### src/rtl/quantization_ctrl_pipe_if.sv
// Zig-zag write bus of the quantization pipeline.
//   d_out            : quantized, saturated coefficient (signed DATA_W)
//   zig_zag_wr_addr  : zig-zag buffer write address
//   zig_zag_wr_en    : write strobe (one cycle per coefficient)
//   sat_flag         : d_out of this write was clamped
//   eof_out          : write of the eof-flagged coefficient
//   blk_done         : one-cycle pulse after the 64th write of a block
//   blk_comp         : with blk_done: 1=Y, 2=Cb, 3=Cr
//   max_not_zero_idx : with blk_done: highest nonzero zig-zag address of the block
// master = quantization controller, slave = zig-zag RAM / entropy coder.
interface quantization_ctrl_pipe_if #(
    parameter int unsigned DATA_W = 12
);
    logic [DATA_W-1:0] d_out;
    logic [5:0]        zig_zag_wr_addr;
    logic              zig_zag_wr_en;
    logic              sat_flag;
    logic              eof_out;
    logic              blk_done;
    logic [1:0]        blk_comp;
    logic [5:0]        max_not_zero_idx;

    modport master (
        output d_out, zig_zag_wr_addr, zig_zag_wr_en, sat_flag, eof_out,
        output blk_done, blk_comp, max_not_zero_idx
    );

    modport slave (
        input d_out, zig_zag_wr_addr, zig_zag_wr_en, sat_flag, eof_out,
        input blk_done, blk_comp, max_not_zero_idx
    );
endinterface

### src/rtl/quantization_ctrl_pipe.sv
// Fully pipelined JPEG quantization controller: one DCT coefficient per clock.
// Drives the quantization ROM and the external float multiplier, converts the
// {mantissa, exponent} product to a saturated signed integer and writes it to
// the zig-zag buffer, with per-block done / component / max-nonzero reporting.
// Ports:
//   clk_in, rst     : clock, synchronous active-high reset
//   valid_d_in      : coefficient enters this cycle (raster order)
//   sof_in, eof_in  : frame start / frame end tags, qualified by valid_d_in
//   factor_sel      : quality table select
//   mult_out        : {mantissa, exponent} from the multiplier
//   quan_rom_in     : quantization word from the 1-cycle synchronous ROM
//   zig_zag_rom_in  : zig-zag position from the ROM
//   rom_rd, rom_addr: ROM read strobe / address
//   quan_val        : quantization factor to the multiplier
//   zz_bus          : zig-zag write bus and block status (master side)
module quantization_ctrl_pipe #(
    parameter int unsigned DATA_W    = 12,
    parameter int unsigned MANT_W    = 16,
    parameter int unsigned EXP_W     = 8,
    parameter int unsigned Q_W       = 24,
    parameter int unsigned FSEL_W    = 2,
    parameter int unsigned MULT_LAT  = 0,
    parameter int unsigned LUMA_BLKS = 1,
    parameter int unsigned CHROMA_EN = 1
) (
    input  logic                      clk_in,
    input  logic                      rst,
    input  logic                      valid_d_in,
    input  logic                      sof_in,
    input  logic                      eof_in,
    input  logic [FSEL_W-1:0]         factor_sel,
    input  logic [MANT_W+EXP_W-1:0]   mult_out,
    input  logic [Q_W-1:0]            quan_rom_in,
    input  logic [5:0]                zig_zag_rom_in,
    output logic                      rom_rd,
    output logic [FSEL_W+6:0]         rom_addr,
    output logic [Q_W-1:0]            quan_val,
    quantization_ctrl_pipe_if.master  zz_bus
);

    localparam int unsigned NBLK  = LUMA_BLKS + 2 * CHROMA_EN;
    localparam int unsigned BLK_W = 3;
    // Tag carried alongside each coefficient: {valid, sof, eof, comp[1:0], zz[5:0]}
    localparam int unsigned TAG_W = 11;
    // Wide enough to hold ma << DATA_W without overflow, so huge exponents still clamp
    localparam int unsigned WW    = MANT_W + DATA_W + 1;
    localparam int unsigned SH_W  = $clog2(WW);
    localparam logic signed [WW-1:0] MaxW = {{(MANT_W + 2){1'b0}}, {(DATA_W - 1){1'b1}}};
    localparam logic signed [WW-1:0] MinW = {{(MANT_W + 2){1'b1}}, {(DATA_W - 1){1'b0}}};

    // Input stage counters
    logic [5:0]       addr_q, addr_d, cur_addr;
    logic [BLK_W-1:0] blk_q, blk_d, cur_blk;
    logic             is_chroma;
    logic [1:0]       comp_in;

    // Pipeline tags
    logic [4:0]       tag1_q, tag1_d;       // {v, sof, eof, comp}
    logic [TAG_W-1:0] tag2_q, tag2_d;
    logic [TAG_W-1:0] tag_m;                // tag aligned with mult_out
    logic [Q_W-1:0]   quan_val_q, quan_val_d;

    // Arithmetic
    logic signed [MANT_W-1:0] ma;
    logic signed [EXP_W-1:0]  ex;
    logic signed [WW-1:0]     ma_w, t_w, r_w;
    logic [SH_W-1:0]          sh;
    int                       exp_i;
    logic [DATA_W-1:0]        res;
    logic                     res_sat;

    // Output stage
    logic [DATA_W-1:0] d_out_q, d_out_d;
    logic [5:0]        wr_addr_q, wr_addr_d;
    logic              wr_en_q, wr_en_d, sat_q, sat_d, eof_q, eof_d, wr_sof_q, wr_sof_d;
    logic [1:0]        wr_comp_q, wr_comp_d;

    // Block tracker
    logic [5:0]        wr_cnt_q, wr_cnt_d, base_cnt;
    logic [5:0]        max_q, max_d, base_max, new_max;
    logic              blk_done_q, blk_done_d;
    logic [1:0]        blk_comp_q, blk_comp_d;
    logic [5:0]        max_idx_q, max_idx_d;

    // ---------------------------------------------------------------- input stage
    always_comb begin
        cur_addr  = sof_in ? 6'd0 : addr_q;
        cur_blk   = sof_in ? '0 : blk_q;
        is_chroma = (cur_blk >= BLK_W'(LUMA_BLKS));
        if (cur_blk < BLK_W'(LUMA_BLKS)) begin
            comp_in = 2'd1;
        end else if (cur_blk == BLK_W'(LUMA_BLKS)) begin
            comp_in = 2'd2;
        end else begin
            comp_in = 2'd3;
        end

        addr_d = addr_q;
        blk_d  = blk_q;
        if (valid_d_in) begin
            if (eof_in) begin
                addr_d = '0;
                blk_d  = '0;
            end else begin
                addr_d = cur_addr + 6'd1;
                blk_d  = cur_blk;
                if (cur_addr == 6'd63) begin
                    blk_d = (cur_blk == BLK_W'(NBLK - 1)) ? '0 : cur_blk + BLK_W'(1);
                end
            end
        end

        // Outputs forced to 0 under reset and when idle
        rom_rd   = valid_d_in & ~rst;
        rom_addr = rom_rd ? {factor_sel, is_chroma, cur_addr[2:0], cur_addr[5:3]} : '0;

        tag1_d     = {valid_d_in, sof_in, eof_in, comp_in};
        tag2_d     = {tag1_q, zig_zag_rom_in};
        quan_val_d = tag1_q[4] ? quan_rom_in : quan_val_q;
    end

    // ------------------------------------------------ multiplier latency alignment
    if (MULT_LAT == 0) begin : g_no_lat
        assign tag_m = tag2_q;
    end else begin : g_lat
        logic [TAG_W-1:0] dly_q [MULT_LAT];
        always_ff @(posedge clk_in) begin
            if (rst) begin
                for (int i = 0; i < int'(MULT_LAT); i++) dly_q[i] <= '0;
            end else begin
                dly_q[0] <= tag2_q;
                for (int i = 1; i < int'(MULT_LAT); i++) dly_q[i] <= dly_q[i-1];
            end
        end
        assign tag_m = dly_q[MULT_LAT-1];
    end

    // ---------------------------------------------------------------- arithmetic
    always_comb begin
        ma    = $signed(mult_out[MANT_W+EXP_W-1:EXP_W]);
        ex    = $signed(mult_out[EXP_W-1:0]);
        exp_i = int'(ex);
        ma_w  = {{(DATA_W + 1){ma[MANT_W-1]}}, ma};
        sh    = '0;
        t_w   = '0;
        if (exp_i < 0 || ma == '0) begin
            r_w = '0;
        end else if (exp_i >= int'(MANT_W - 1 + DATA_W)) begin
            // Any nonzero mantissa is out of range here; this value is guaranteed to clamp
            r_w = ma_w <<< DATA_W;
        end else if (exp_i >= int'(MANT_W - 1)) begin
            sh  = SH_W'(exp_i - int'(MANT_W - 1));
            r_w = ma_w <<< sh;
        end else begin
            // Round half-up: keep one extra fraction bit, add 1, drop it
            sh  = SH_W'(int'(MANT_W - 1) - exp_i - 1);
            t_w = ma_w >>> sh;
            r_w = $signed(t_w + WW'(1)) >>> 1;
        end

        if (r_w > MaxW) begin
            res     = MaxW[DATA_W-1:0];
            res_sat = 1'b1;
        end else if (r_w < MinW) begin
            res     = MinW[DATA_W-1:0];
            res_sat = 1'b1;
        end else begin
            res     = r_w[DATA_W-1:0];
            res_sat = 1'b0;
        end
    end

    // ------------------------------------------------------ output stage/tracker
    always_comb begin
        wr_en_d   = tag_m[10];
        wr_sof_d  = tag_m[10] & tag_m[9];
        eof_d     = tag_m[10] & tag_m[8];
        sat_d     = tag_m[10] & res_sat;
        d_out_d   = tag_m[10] ? res : d_out_q;
        wr_addr_d = tag_m[10] ? tag_m[5:0] : wr_addr_q;
        wr_comp_d = tag_m[10] ? tag_m[7:6] : wr_comp_q;

        // A sof-tagged write starts a fresh block regardless of the running count
        base_cnt   = wr_sof_q ? 6'd0 : wr_cnt_q;
        base_max   = wr_sof_q ? 6'd0 : max_q;
        new_max    = (d_out_q != '0 && wr_addr_q > base_max) ? wr_addr_q : base_max;
        wr_cnt_d   = wr_cnt_q;
        max_d      = max_q;
        blk_done_d = 1'b0;
        blk_comp_d = blk_comp_q;
        max_idx_d  = max_idx_q;
        if (wr_en_q) begin
            if (base_cnt == 6'd63) begin
                blk_done_d = 1'b1;
                blk_comp_d = wr_comp_q;
                max_idx_d  = new_max;
                wr_cnt_d   = '0;
                max_d      = '0;
            end else begin
                wr_cnt_d = base_cnt + 6'd1;
                max_d    = new_max;
            end
        end
    end

    always_ff @(posedge clk_in) begin
        if (rst) begin
            addr_q     <= '0;
            blk_q      <= '0;
            tag1_q     <= '0;
            tag2_q     <= '0;
            quan_val_q <= '0;
            d_out_q    <= '0;
            wr_addr_q  <= '0;
            wr_en_q    <= 1'b0;
            sat_q      <= 1'b0;
            eof_q      <= 1'b0;
            wr_sof_q   <= 1'b0;
            wr_comp_q  <= '0;
            wr_cnt_q   <= '0;
            max_q      <= '0;
            blk_done_q <= 1'b0;
            blk_comp_q <= '0;
            max_idx_q  <= '0;
        end else begin
            addr_q     <= addr_d;
            blk_q      <= blk_d;
            tag1_q     <= tag1_d;
            tag2_q     <= tag2_d;
            quan_val_q <= quan_val_d;
            d_out_q    <= d_out_d;
            wr_addr_q  <= wr_addr_d;
            wr_en_q    <= wr_en_d;
            sat_q      <= sat_d;
            eof_q      <= eof_d;
            wr_sof_q   <= wr_sof_d;
            wr_comp_q  <= wr_comp_d;
            wr_cnt_q   <= wr_cnt_d;
            max_q      <= max_d;
            blk_done_q <= blk_done_d;
            blk_comp_q <= blk_comp_d;
            max_idx_q  <= max_idx_d;
        end
    end

    assign quan_val                = quan_val_q;
    assign zz_bus.d_out            = d_out_q;
    assign zz_bus.zig_zag_wr_addr  = wr_addr_q;
    assign zz_bus.zig_zag_wr_en    = wr_en_q;
    assign zz_bus.sat_flag         = sat_q;
    assign zz_bus.eof_out          = eof_q;
    assign zz_bus.blk_done         = blk_done_q;
    assign zz_bus.blk_comp         = blk_comp_q;
    assign zz_bus.max_not_zero_idx = max_idx_q;

endmodule

### src/flat_wrapper.sv
// flat-port wrapper written by rule: the top's interface ports become plain ports
module quantization_ctrl_pipe_flat 
#(
    parameter int unsigned DATA_W    = 12,
    parameter int unsigned MANT_W    = 16,
    parameter int unsigned EXP_W     = 8,
    parameter int unsigned Q_W       = 24,
    parameter int unsigned FSEL_W    = 2,
    parameter int unsigned MULT_LAT  = 0,
    parameter int unsigned LUMA_BLKS = 1,
    parameter int unsigned CHROMA_EN = 1
)
  (clk_in, rst, valid_d_in, sof_in, eof_in, factor_sel, mult_out, quan_rom_in, zig_zag_rom_in, rom_rd, rom_addr, quan_val, zz_bus_d_out, zz_bus_zig_zag_wr_addr, zz_bus_zig_zag_wr_en, zz_bus_sat_flag, zz_bus_eof_out, zz_bus_blk_done, zz_bus_blk_comp, zz_bus_max_not_zero_idx);
  quantization_ctrl_pipe_if #(.DATA_W(DATA_W)) zz_bus_i ();
  input  logic clk_in;
  input  logic rst;
  input  logic valid_d_in;
  input  logic sof_in;
  input  logic eof_in;
  input  logic [FSEL_W-1:0] factor_sel;
  input  logic [MANT_W+EXP_W-1:0] mult_out;
  input  logic [Q_W-1:0] quan_rom_in;
  input  logic [5:0] zig_zag_rom_in;
  output logic rom_rd;
  output logic [FSEL_W+6:0] rom_addr;
  output logic [Q_W-1:0] quan_val;
  output wire logic [$bits(zz_bus_i.d_out)-1:0] zz_bus_d_out;
  output wire logic [$bits(zz_bus_i.zig_zag_wr_addr)-1:0] zz_bus_zig_zag_wr_addr;
  output wire logic [$bits(zz_bus_i.zig_zag_wr_en)-1:0] zz_bus_zig_zag_wr_en;
  output wire logic [$bits(zz_bus_i.sat_flag)-1:0] zz_bus_sat_flag;
  output wire logic [$bits(zz_bus_i.eof_out)-1:0] zz_bus_eof_out;
  output wire logic [$bits(zz_bus_i.blk_done)-1:0] zz_bus_blk_done;
  output wire logic [$bits(zz_bus_i.blk_comp)-1:0] zz_bus_blk_comp;
  output wire logic [$bits(zz_bus_i.max_not_zero_idx)-1:0] zz_bus_max_not_zero_idx;
  assign zz_bus_d_out = zz_bus_i.d_out;
  assign zz_bus_zig_zag_wr_addr = zz_bus_i.zig_zag_wr_addr;
  assign zz_bus_zig_zag_wr_en = zz_bus_i.zig_zag_wr_en;
  assign zz_bus_sat_flag = zz_bus_i.sat_flag;
  assign zz_bus_eof_out = zz_bus_i.eof_out;
  assign zz_bus_blk_done = zz_bus_i.blk_done;
  assign zz_bus_blk_comp = zz_bus_i.blk_comp;
  assign zz_bus_max_not_zero_idx = zz_bus_i.max_not_zero_idx;
  quantization_ctrl_pipe #(.DATA_W(DATA_W), .MANT_W(MANT_W), .EXP_W(EXP_W), .Q_W(Q_W), .FSEL_W(FSEL_W), .MULT_LAT(MULT_LAT), .LUMA_BLKS(LUMA_BLKS), .CHROMA_EN(CHROMA_EN)) u_core (.clk_in(clk_in), .rst(rst), .valid_d_in(valid_d_in), .sof_in(sof_in), .eof_in(eof_in), .factor_sel(factor_sel), .mult_out(mult_out), .quan_rom_in(quan_rom_in), .zig_zag_rom_in(zig_zag_rom_in), .rom_rd(rom_rd), .rom_addr(rom_addr), .quan_val(quan_val), .zz_bus(zz_bus_i));
endmodule
### config.mk
export PLATFORM = sky130hd
export DESIGN_NAME = quantization_ctrl_pipe_flat
export DESIGN_NICKNAME = d
export VERILOG_FILES = /design/src/rtl/quantization_ctrl_pipe_if.sv /design/src/rtl/quantization_ctrl_pipe.sv /design/src/flat_wrapper.sv
export SDC_FILE = /design/constraint.sdc
export NUM_CORES = 1
export LEC_CHECK = 0
export CAP_MARGIN = 20
export CORE_MARGIN = 4
export CORE_UTILIZATION = 48
export DETAILED_ROUTE_END_ITERATION = 8
export PLACE_DENSITY = 0.78
export SYNTH_ARGS = -nofsm -noshare
export SYNTH_HDL_FRONTEND = slang
export SYNTH_SLANG_ARGS = --single-unit
### constraint.sdc
create_clock -name clk_in -period 4.7 [get_ports clk_in]
set_input_delay 0.705 -clock clk_in [delete_from_list [all_inputs] [get_ports clk_in]]
set_output_delay 0.705 -clock clk_in [all_outputs]
set_load 0.05 [all_outputs]
; ---- After elaboration in Yosys (flattened, before gate mapping)
; Cells that the tools add are included.
[word_totals]
inputBits = 61
wordCells = 74
out_inout_bits = 64
regBits = 94
[op_classes]
add_sub_neg = 7
bitwise = 6
order_cmp = 8
n_reduce_logical = 7
n_eq_ne = 4
mux = 22
n_shift = 2
[ops]
columns = cell, n
row1 = $mux W29, 3
row2 = $mux W6, 7
row3 = $add A29 B2 Y29 const B, 1
row4 = $gt A29 B12 Y1 const B, 1
row5 = $lt A29 B12 Y1 const B, 1
row6 = $sshl A16 B5 Y29, 1
row7 = $sshr A16 B5 Y29, 1
row8 = $mux W12, 2
row9 = $logic_not A16 Y1, 1
row10 = $add A6 B1 Y6 const B, 2
row11 = $eq A6 B6 Y1 const B, 2
row12 = $mux W3, 4
row13 = $reduce_bool A12 Y1, 1
row14 = $mux W9, 1
row15 = $ge A8 B5 Y1 const B, 1
row16 = $ge A8 B6 Y1 const B, 1
row17 = $lt A8 B1 Y1 const B, 1
row18 = $gt A6 B6 Y1, 1
row19 = $mux W1, 5
row20 = $sub A5 B2 Y5 const B, 1
row21 = $sub A5 B5 Y5 const A, 1
row22 = $sub A5 B5 Y5 const B, 1
row23 = $and A1 B1 Y1, 4
row24 = $reduce_or A2 Y1, 2
row25 = 9 further kinds, 10

; ---- Longest topological paths before layout
; Gate-level depths: netlist of the first run.
[depth]
ltp_word = 11
depth_mapped = 18
depth_no_buf = 15

; ---- Worst setup path after synthesis of the first run
; Ideal clock, no wire load.
[synth_path]
path_kind = input-to-reg
startpoint = input mult_out[0]
endpoint = register u_core.d_out_q[1], in the netlist u_core.zz_bus.d_out[1]
required_ns = 4.578
t_arrival_ns = 4.432
path_stages = 17
n_path_buf = 3
slack_ns = 0.146
setup_ns = 0.122
path_cell_list = ha_1 > buf_6 > buf_8 > mux2_4 > mux4_1 > mux2_2 > nand2_2 > nand2_1 > ha_1 > o21ai_0 > nor4_4 > o2111ai_1 > or3b_1 > nor4_2 > a21oi_1 > buf_6 > a221o_1
[synth_via]
elab_chain_len = 10
word_cells_on_any_way = 17
cone_classes = add/sub (4) / order compare (5) / shift (2) / mux (5) / reduce/logical (1)
[synth_lines]
columns = element, line
row1 = start: declaration, flat_wrapper.sv:21  ; input logic [MANT_W+EXP_W-1:0] mult_out;
row2 = $sub A5 B5 Y5, quantization_ctrl_pipe.sv:156  ; sh = SH_W'(int'(MANT_W - 1) - exp_i - 1);
row3 = $sub A5 B2 Y5, quantization_ctrl_pipe.sv:156
row4 = $sshr A16 B5 Y29, quantization_ctrl_pipe.sv:157  ; t_w = ma_w >>> sh;
row5 = $add A29 B2 Y29, quantization_ctrl_pipe.sv:158  ; r_w = $signed(t_w + WW'(1)) >>> 1;
row6 = $mux W29, quantization_ctrl_pipe.sv:151  ; end else if (exp_i >= int'(MANT_W - 1)) begin
row7 = $mux W29, quantization_ctrl_pipe.sv:148  ; end else if (exp_i >= int'(MANT_W - 1 + DATA_W)) begin
row8 = $mux W29 *, quantization_ctrl_pipe.sv:146  ; if (exp_i < 0 || ma == '0) begin
row9 = $lt A29 B12 Y1, quantization_ctrl_pipe.sv:164  ; end else if (r_w < MinW) begin
row10 = $mux W12, quantization_ctrl_pipe.sv:164
row11 = $mux W12 *, quantization_ctrl_pipe.sv:161  ; if (r_w > MaxW) begin
row12 = end signal: assignment, quantization_ctrl_pipe.sv:231  ; d_out_q <= d_out_d;
row13 = end: declaration, quantization_ctrl_pipe.sv:73  ; logic [DATA_W-1:0] d_out_q, d_out_d;
; Mark *: on every way between the ends. The rest lies on a longest branch, timed or not.
; A chain may end at the register's enable or synchronous reset.

; ---- Final worst setup path of the first run
[layout_path]
startpoint = input mult_out[0]
endpoint = register u_core.d_out_q[10], in the netlist u_core.zz_bus.d_out[10]
; Same word-level chain as after synthesis.

==> results of run 1 <==
[registers in the layout (all words and copies together), names as in the netlist, 2 cells and up]
register and flops:
u_core.zz_bus.zig_zag_wr_addr 6, u_core.tag1_q 5, u_core.max_q 6, u_core.zz_bus.d_out 12
u_core.blk_q 3, u_core.zz_bus.max_not_zero_idx 6, u_core.quan_val 24, u_core.addr_q 6
u_core.wr_cnt_q 6, u_core.tag2_q 11, u_core.zz_bus.blk_comp 2, u_core.wr_comp_q 2
[Yosys cell counts, types with 7 or more instances]
| cell | count |
|---|---|
| nor2_1 | 133 |
| dfxtp_1 | 94 |
| mux2i_1 | 59 |
| a21oi_1 | 43 |
| nand2_1 | 36 |
| o21ai_0 | 31 |
| clkbuf_1 | 30 |
| nor2b_1 | 28 |
| nor3_1 | 21 |
| mux2_2 | 20 |
| nand3_1 | 18 |
| nand2b_1 | 15 |
| inv_1 | 14 |
| and3_1 | 13 |
| mux4_2 | 12 |
| a221o_1 | 11 |
| ha_1 | 10 |
| nor4_1 | 10 |
| a211oi_1 | 9 |
| and2_1 | 9 |
| a31oi_1 | 8 |
| a32oi_1 | 8 |
| buf_2 | 8 |
| o211ai_1 | 8 |
| xnor2_1 | 8 |
| a21o_1 | 7 |
[per-stage QoR]
step	hold WS [ns]	std cells	power [mW]	setup TNS, ns	instance area, sq um
after floorplan	0.4057	761	1.329	0	6411
after global placement	0.4122	1146	1.715	-7.629	8663
after detailed placement	0.4254	1146	1.722	-9.331	8663
after CTS	0.4385	1163	2.416	0	9002
after global routing	0.4526	1165	2.527	0	9035
final	0.4375	1165	2.432	0	9035
[critical path: stages]
cell	delay (ns)
dlymetal6s2s_1	0.17
ha_4	0.30
buf_12	0.13
buf_6	0.19
mux2_2	0.38
buf_4	0.14
mux2i_1	0.35
o21ai_0	0.19
buf_4	0.17
a22oi_4	0.24
nor4_4	0.10
buf_4	0.16
o2111ai_1	0.17
or3b_4	0.42
nor4b_1	0.16
nand4_1	0.10
buf_4	0.16
a21oi_4	0.09
a221o_1	0.37
[worst min-delay path by stage]
stage,slack (ns),start,cells past startpoint,end
6_report,0.44,u_core.tag1_q[0]$_SDFF_PP0_,1,u_core.tag2_q[6]$_SDFF_PP0_
3_5_place_dp,0.43,u_core.tag1_q[0]$_SDFF_PP0_,1,u_core.tag2_q[6]$_SDFF_PP0_
3_3_place_gp,0.41,u_core.tag2_q[9]$_SDFF_PP0_,1,u_core.wr_sof_q$_SDFF_PP0_
5_1_grt,0.45,u_core.tag2_q[9]$_SDFF_PP0_,1,u_core.wr_sof_q$_SDFF_PP0_
2_1_floorplan,0.41,u_core.tag2_q[9]$_SDFF_PP0_,1,u_core.wr_sof_q$_SDFF_PP0_
4_1_cts,0.44,u_core.tag1_q[0]$_SDFF_PP0_,1,u_core.tag2_q[6]$_SDFF_PP0_
[layout make-up]
| cell class | count | area share |
|---|---|---|
| inverter | 14 | 0.005816 |
| sequential | 94 | 0.2083 |
| clock buffer | 11 | 0.02797 |
| multi-input combinational | 602 | 0.4722 |
| timing repair buffer | 267 | 0.2584 |
| tap | 172 | 0.02382 |
| clock inverter | 5 | 0.003462 |
[power groups by stage]
| stage | combinational, mW | clock (mW) | sequential, mW |
|---|---|---|---|
| 6_report | 0.901 | 0.688 | 0.843 |
| 5_1_grt | 0.946 | 0.736 | 0.845 |
| 4_1_cts | 0.877 | 0.698 | 0.842 |
| 3_5_place_dp | 0.863 | 0 | 0.859 |
| 3_3_place_gp | 0.857 | 0 | 0.858 |
| 2_1_floorplan | 0.417 | 0 | 0.912 |
[routing by layer]
| layer | up-vias | track usage | share of wire |
|---|---|---|---|
| met5 | - | 0 | 0 |
| met4 | 0 | 0.09343 | 0.032 |
| met3 | 64 | 0.09991 | 0.11 |
| met2 | 416 | 0.4798 | 0.44 |
| met1 | 3407 | 0.4294 | 0.42 |
| li1 | 3253 | - | - |
[kinds of logic after synthesis]
kind of cell    Yosys count  share of synthesized area
compound gates          175                     0.1917
xor+xnor                 15                    0.02752
fa+ha+maj                10                    0.01952
buf+inv                  66                    0.05035
flops                    94                     0.2935
mux                      96                     0.1864
simple gates            305                     0.2311
[what timing repair did]
action                     CTS  global route
setup endpoints to repair   12            12
gates resized for setup     12             4
gates cloned                 0             1
buffers inserted             1             1
pin swaps                    3             2
==> flow_summary.toml, run 1 <==
[status]
status = "completed"

[place]
dp_slack_ns = -0.8271
port_buffers = 124
gp_congestion = 1.054
hpwl_um = 18940

[detailed_routing]
drt_iter0_markers = 1028
vias = 7140
wl_per_cell_um = 20.82
first_pass_iters = 6
antenna_left = 0
drc = 0
routed_wl_um = 24250
via_per_inst = 6.129

[floorplanning]
design.die.area_sq_um = 15270
start_util = 0.4999
core_area_sq_um = 12820
die_h_um = 123.6
io-pin-count = 125
dieWidth_um = 123.6
rows = 41

[clocking]
cts-root-buf = "clkbuf_16"
cts_sinks = 94
clk_latency_ns = 0.34
cts_tree = "done"
path_clk_slew_ns = 0.06
cts-buffers-inserted = 9
cts_max_level = 3
cts_hold_buf = 0
cts.path.max_buffers = 2

[synth]
synth_top_flop_cell = "dfxtp_1"
synth_cells = 761
synth_cell_types = 79
yosysTopAreaCell = "dfxtp_1"
synth_area_leaders = "dfxtp_1 29%, mux2i_1 9.2%, nor2_1 7.8%"
syn-num-nets = 832
async_reset_ff_frac = 0
syn-cell-area_sq_um = 6411
yosysWarnings = 0
synth_edf_count = 0
synth.ff_latch_count = 94
synth.avg_cell_area_sq_um = 8.425
yosysSeqAreaShare = 0.2935
synth_top_area_frac = 0.2935

[timing]
slew_headroom = 0.5358
rsz0062_at_grt = "no"
tightest_slew_ns = 0.6963
setup_slack_ns = 0.2231
min_period_over_period = 0.9525
min_period_ns = 4.477
timing.final.hold_violations = 0
setup_violations = 0
fmax_mhz = 223.4
skew_ns = 0.008915
maxSlewViolCount = 0

[cells_and_area]
diodes = 0
drive_above_1_share = 0.2165
final_common_cell = "buf_4"
nets = 1059
layout_common_cells = "140 x buf_4, 133 x nor2_1, 121 x clkdlybuf4s50_1"
final_util = 0.7045
multiInputGateArea_sq_um = 4267
area_growth_pct = 40.93
regArea_sq_um = 1882
fillers = 1007

[power]
combPwrFrac = 0.371
p_sw_mw = 0.8177
swShare = 0.3362
leakage_nw = 3.644
seqPwrFrac = 0.346
p_int_mw = 1.615
p_per_area_nw_per_um2 = 269.2
power_frac_clock = 0.283
peakVddDrop_v = 0.0002059

[global_routing]
grt_use_total = 0.3152
grt_pass1_vias = 6859
grt_max_degree = 72
grt_pass1_wl_um = 36850
antenna_found_initial = 0
grt-ovfl-total = 0

[critical_path]
worstRegToRegCells = 13
endpoint = "u_core.zz_bus.d_out[10]$_SDFFE_PP0P_"
crit_arrival_ns = 4.71
critical_path.endpoint_type = "flop"
path_max_fanout = 16
critical_path_class = "in2reg"
r2r-end = "u_core.max_q[5]$_SDFFE_PP0P_"
r2r_slack_ns = 1.49
crit_path_start_kind = "input pin"
crit_required_ns = 4.93
startpoint = "mult_out[0]"
r2r-start = "u_core.wr_sof_q$_SDFF_PP0_"

[worst_hold_path]
min_path_type = "reg2reg"

[run]
cap_viol_max_count = 0
Note: power is estimated with default switching activity, not from simulation.
==> inputs of run 2 (changes only) <==
Settings changed: CELL_PAD_IN_SITES_DETAIL_PLACEMENT from default to 0, CELL_PAD_IN_SITES_GLOBAL_PLACEMENT from default to 1, CORE_MARGIN 4 to default, CORE_UTILIZATION 48 to 43, DONT_BUFFER_PORTS from default to 1, PLACE_DENSITY 0.78 to 0.76.
==> run 2 against run 1 <==
Effect of this change:
- power down 10%
- non-clock buffer count down 219
- global-route usage down 6.2 points
- wire length down 20%
- clock power up 2%
- cell count down 18%
- register-to-register slack better by 0.08 ns
- worst hold slack worse by 0.012 ns
- critical path type unchanged
- largest cell class unchanged
- largest power group is now sequential cells
- highest routed layer unchanged
==> flow_summary.toml, run 2 (synthesis gave the netlist of run 1 again) <==
[timing]
min_period_over_period = 0.9572
skew_ns = 0.009267
min_period_ns = 4.499
fin_hold_ws_ns = 0.4258
maxSlewViolCount = 0
setup_violations = 0
rsz0062_at_grt = "no"
timing.final.hold_violations = 0
tightest_slew_ns = 0.9860
fmax_mhz = 222.3
slew_headroom = 0.3413

[critical_path]
crit_arrival_ns = 4.72
r2r_slack_ns = 1.57
worstPathCellList = "ha_1, mux2_2, mux4_1, mux2_2, nand2_2, nand2_1, ha_1, o21ai_0, nor4_4, o21a_1, o21ai_2, o2111ai_1, nor4_2, a21oi_1, buf_4, a221o_1"
crit_family = "compound AO/OA/AOI/OAI gates"
r2r-start = "u_core.zz_bus.zig_zag_wr_addr[1]$_SDFFE_PP0P_"
critical_path_class = "in2reg"
worstRegToRegCells = 12
path_max_fanout = 28
r2r-end = "u_core.max_q[5]$_SDFFE_PP0P_"
crit_path_start_kind = "input pin"
slowest_delay_ns = 0.54
critical_path.endpoint_type = "flop"
critical_path_buf_inv_count = 1
crit_slowest_cell = "mux4_1"
crit_required_ns = 4.92

[power]
power_frac_clock = 0.321
p_sw_mw = 0.7062
p_int_mw = 1.477
seqPwrFrac = 0.413
combPwrFrac = 0.267
leakage_nw = 2.726
peakVddDrop_v = 0.0002041
swShare = 0.3235
p_per_area_nw_per_um2 = 308.2

[floorplanning]
io-pin-count = 125
start_util = 0.4411
rows = 44
core_area_sq_um = 14530
design.die.area_sq_um = 15400
die_h_um = 124.1
dieWidth_um = 124.1

[worst_hold_path]
hp-start = "u_core.tag2_q[9]$_SDFF_PP0_"
holdPathStages = 1
min_path_type = "reg2reg"
min_to = "u_core.wr_sof_q$_SDFF_PP0_"

[clocking]
cts-root-buf = "clkbuf_16"
cts_tree = "done"
post_cts_resized = 0
cts_max_level = 3
clk_latency_ns = 0.34
cts_sinks = 94
cts-buffers-inserted = 9
path_clk_slew_ns = 0.06
cts_setup_buffers = 0
cts_hold_buf = 0
cts.path.max_buffers = 2

[global_routing]
grt-ovfl-total = 0
grt_pass1_wl_um = 29770
grt_max_degree = 83
grt_use_total = 0.2531
grt_pass1_vias = 5599
antenna_found_initial = 0

[status]
status = "completed"

[detailed_routing]
routed_wl_um = 19360
drc = 0
antenna_left = 0
via_per_inst = 6.220
drt_iter0_markers = 573
first_pass_iters = 5
wl_per_cell_um = 20.23
vias = 5953

[cells_and_area]
area_growth_pct = 10.46
nets = 839
diodes = 0
finalNonFillerCells = 957
fillers = 1410
layout_common_cells = "133 x nor2_1, 94 x dfxtp_1, 59 x mux2i_1"
fin_area_sq_um = 7082
drive_above_1_share = 0.1488
final_common_cell = "nor2_1"
largest_register_ffs = 24

[run]
cap_viol_max_count = 0

[place]
hpwl_um = 14710
gp_congestion = 1.012
place_area_sq_um = 6780
port_buffers = 0
dpl.cell_count = 941
-- run 2: metal layers --
layer | wire length, um | track usage | vias up
li1 | - | - | 2809
met2 | 8587 | 0.3805 | 304
met5 | 0 | 0 | -
met3 | 1686 | 0.05952 | 36
met1 | 8602 | 0.3529 | 2804
met4 | 479 | 0.08408 | 0
-- run 2: worst max path at each step --
stage,start,to,slack (ns),depth (start not counted)
2_1_floorplan,mult_out[0],u_core.zz_bus.d_out[1]$_SDFFE_PP0P_,0.15,17
3_3_place_gp,mult_out[0],u_core.zz_bus.d_out[5]$_SDFFE_PP0P_,-0.35,16
3_5_place_dp,mult_out[0],u_core.zz_bus.d_out[0]$_SDFFE_PP0P_,-0.32,16
4_1_cts,mult_out[0],u_core.zz_bus.d_out[0]$_SDFFE_PP0P_,0.02,16
5_1_grt,mult_out[0],u_core.zz_bus.d_out[9]$_SDFFE_PP0P_,0.007,15
6_report,mult_out[0],u_core.zz_bus.d_out[0]$_SDFFE_PP0P_,0.20,16
-- run 2: area by class of cell --
cell class | instances | area (sq um) | share of cell area
multi-input combinational | 601 | 4225 | 0.5966
timing repair buffer | 48 | 397.9 | 0.05618
clock buffer | 12 | 266.5 | 0.03763
sequential | 94 | 1882 | 0.2657
clock inverter | 4 | 27.53 | 0.003887
inverter | 14 | 52.55 | 0.007420
tap | 184 | 230.2 | 0.03251
-- run 2: per-stage QoR --
stage,setup slack (ns),power (mW),setup TNS [ns],util
after global routing,0.007463,2.277,0,0.4873
after CTS,0.02060,2.183,0,0.4867
final,0.2014,2.183,0,0.4873
after global placement,-0.3542,1.485,-4.088,0.4665
after floorplan,0.1459,1.329,0,-
after detailed placement,-0.3203,1.486,-3.545,0.4665
-- run 2: power by group through the flow --
stage | logic, mW | registers [mW] | clock network, mW
3_5_place_dp | 0.568 | 0.918 | 0
3_3_place_gp | 0.568 | 0.918 | 0
5_1_grt | 0.624 | 0.904 | 0.750
2_1_floorplan | 0.417 | 0.912 | 0
6_report | 0.583 | 0.901 | 0.700
4_1_cts | 0.570 | 0.901 | 0.712
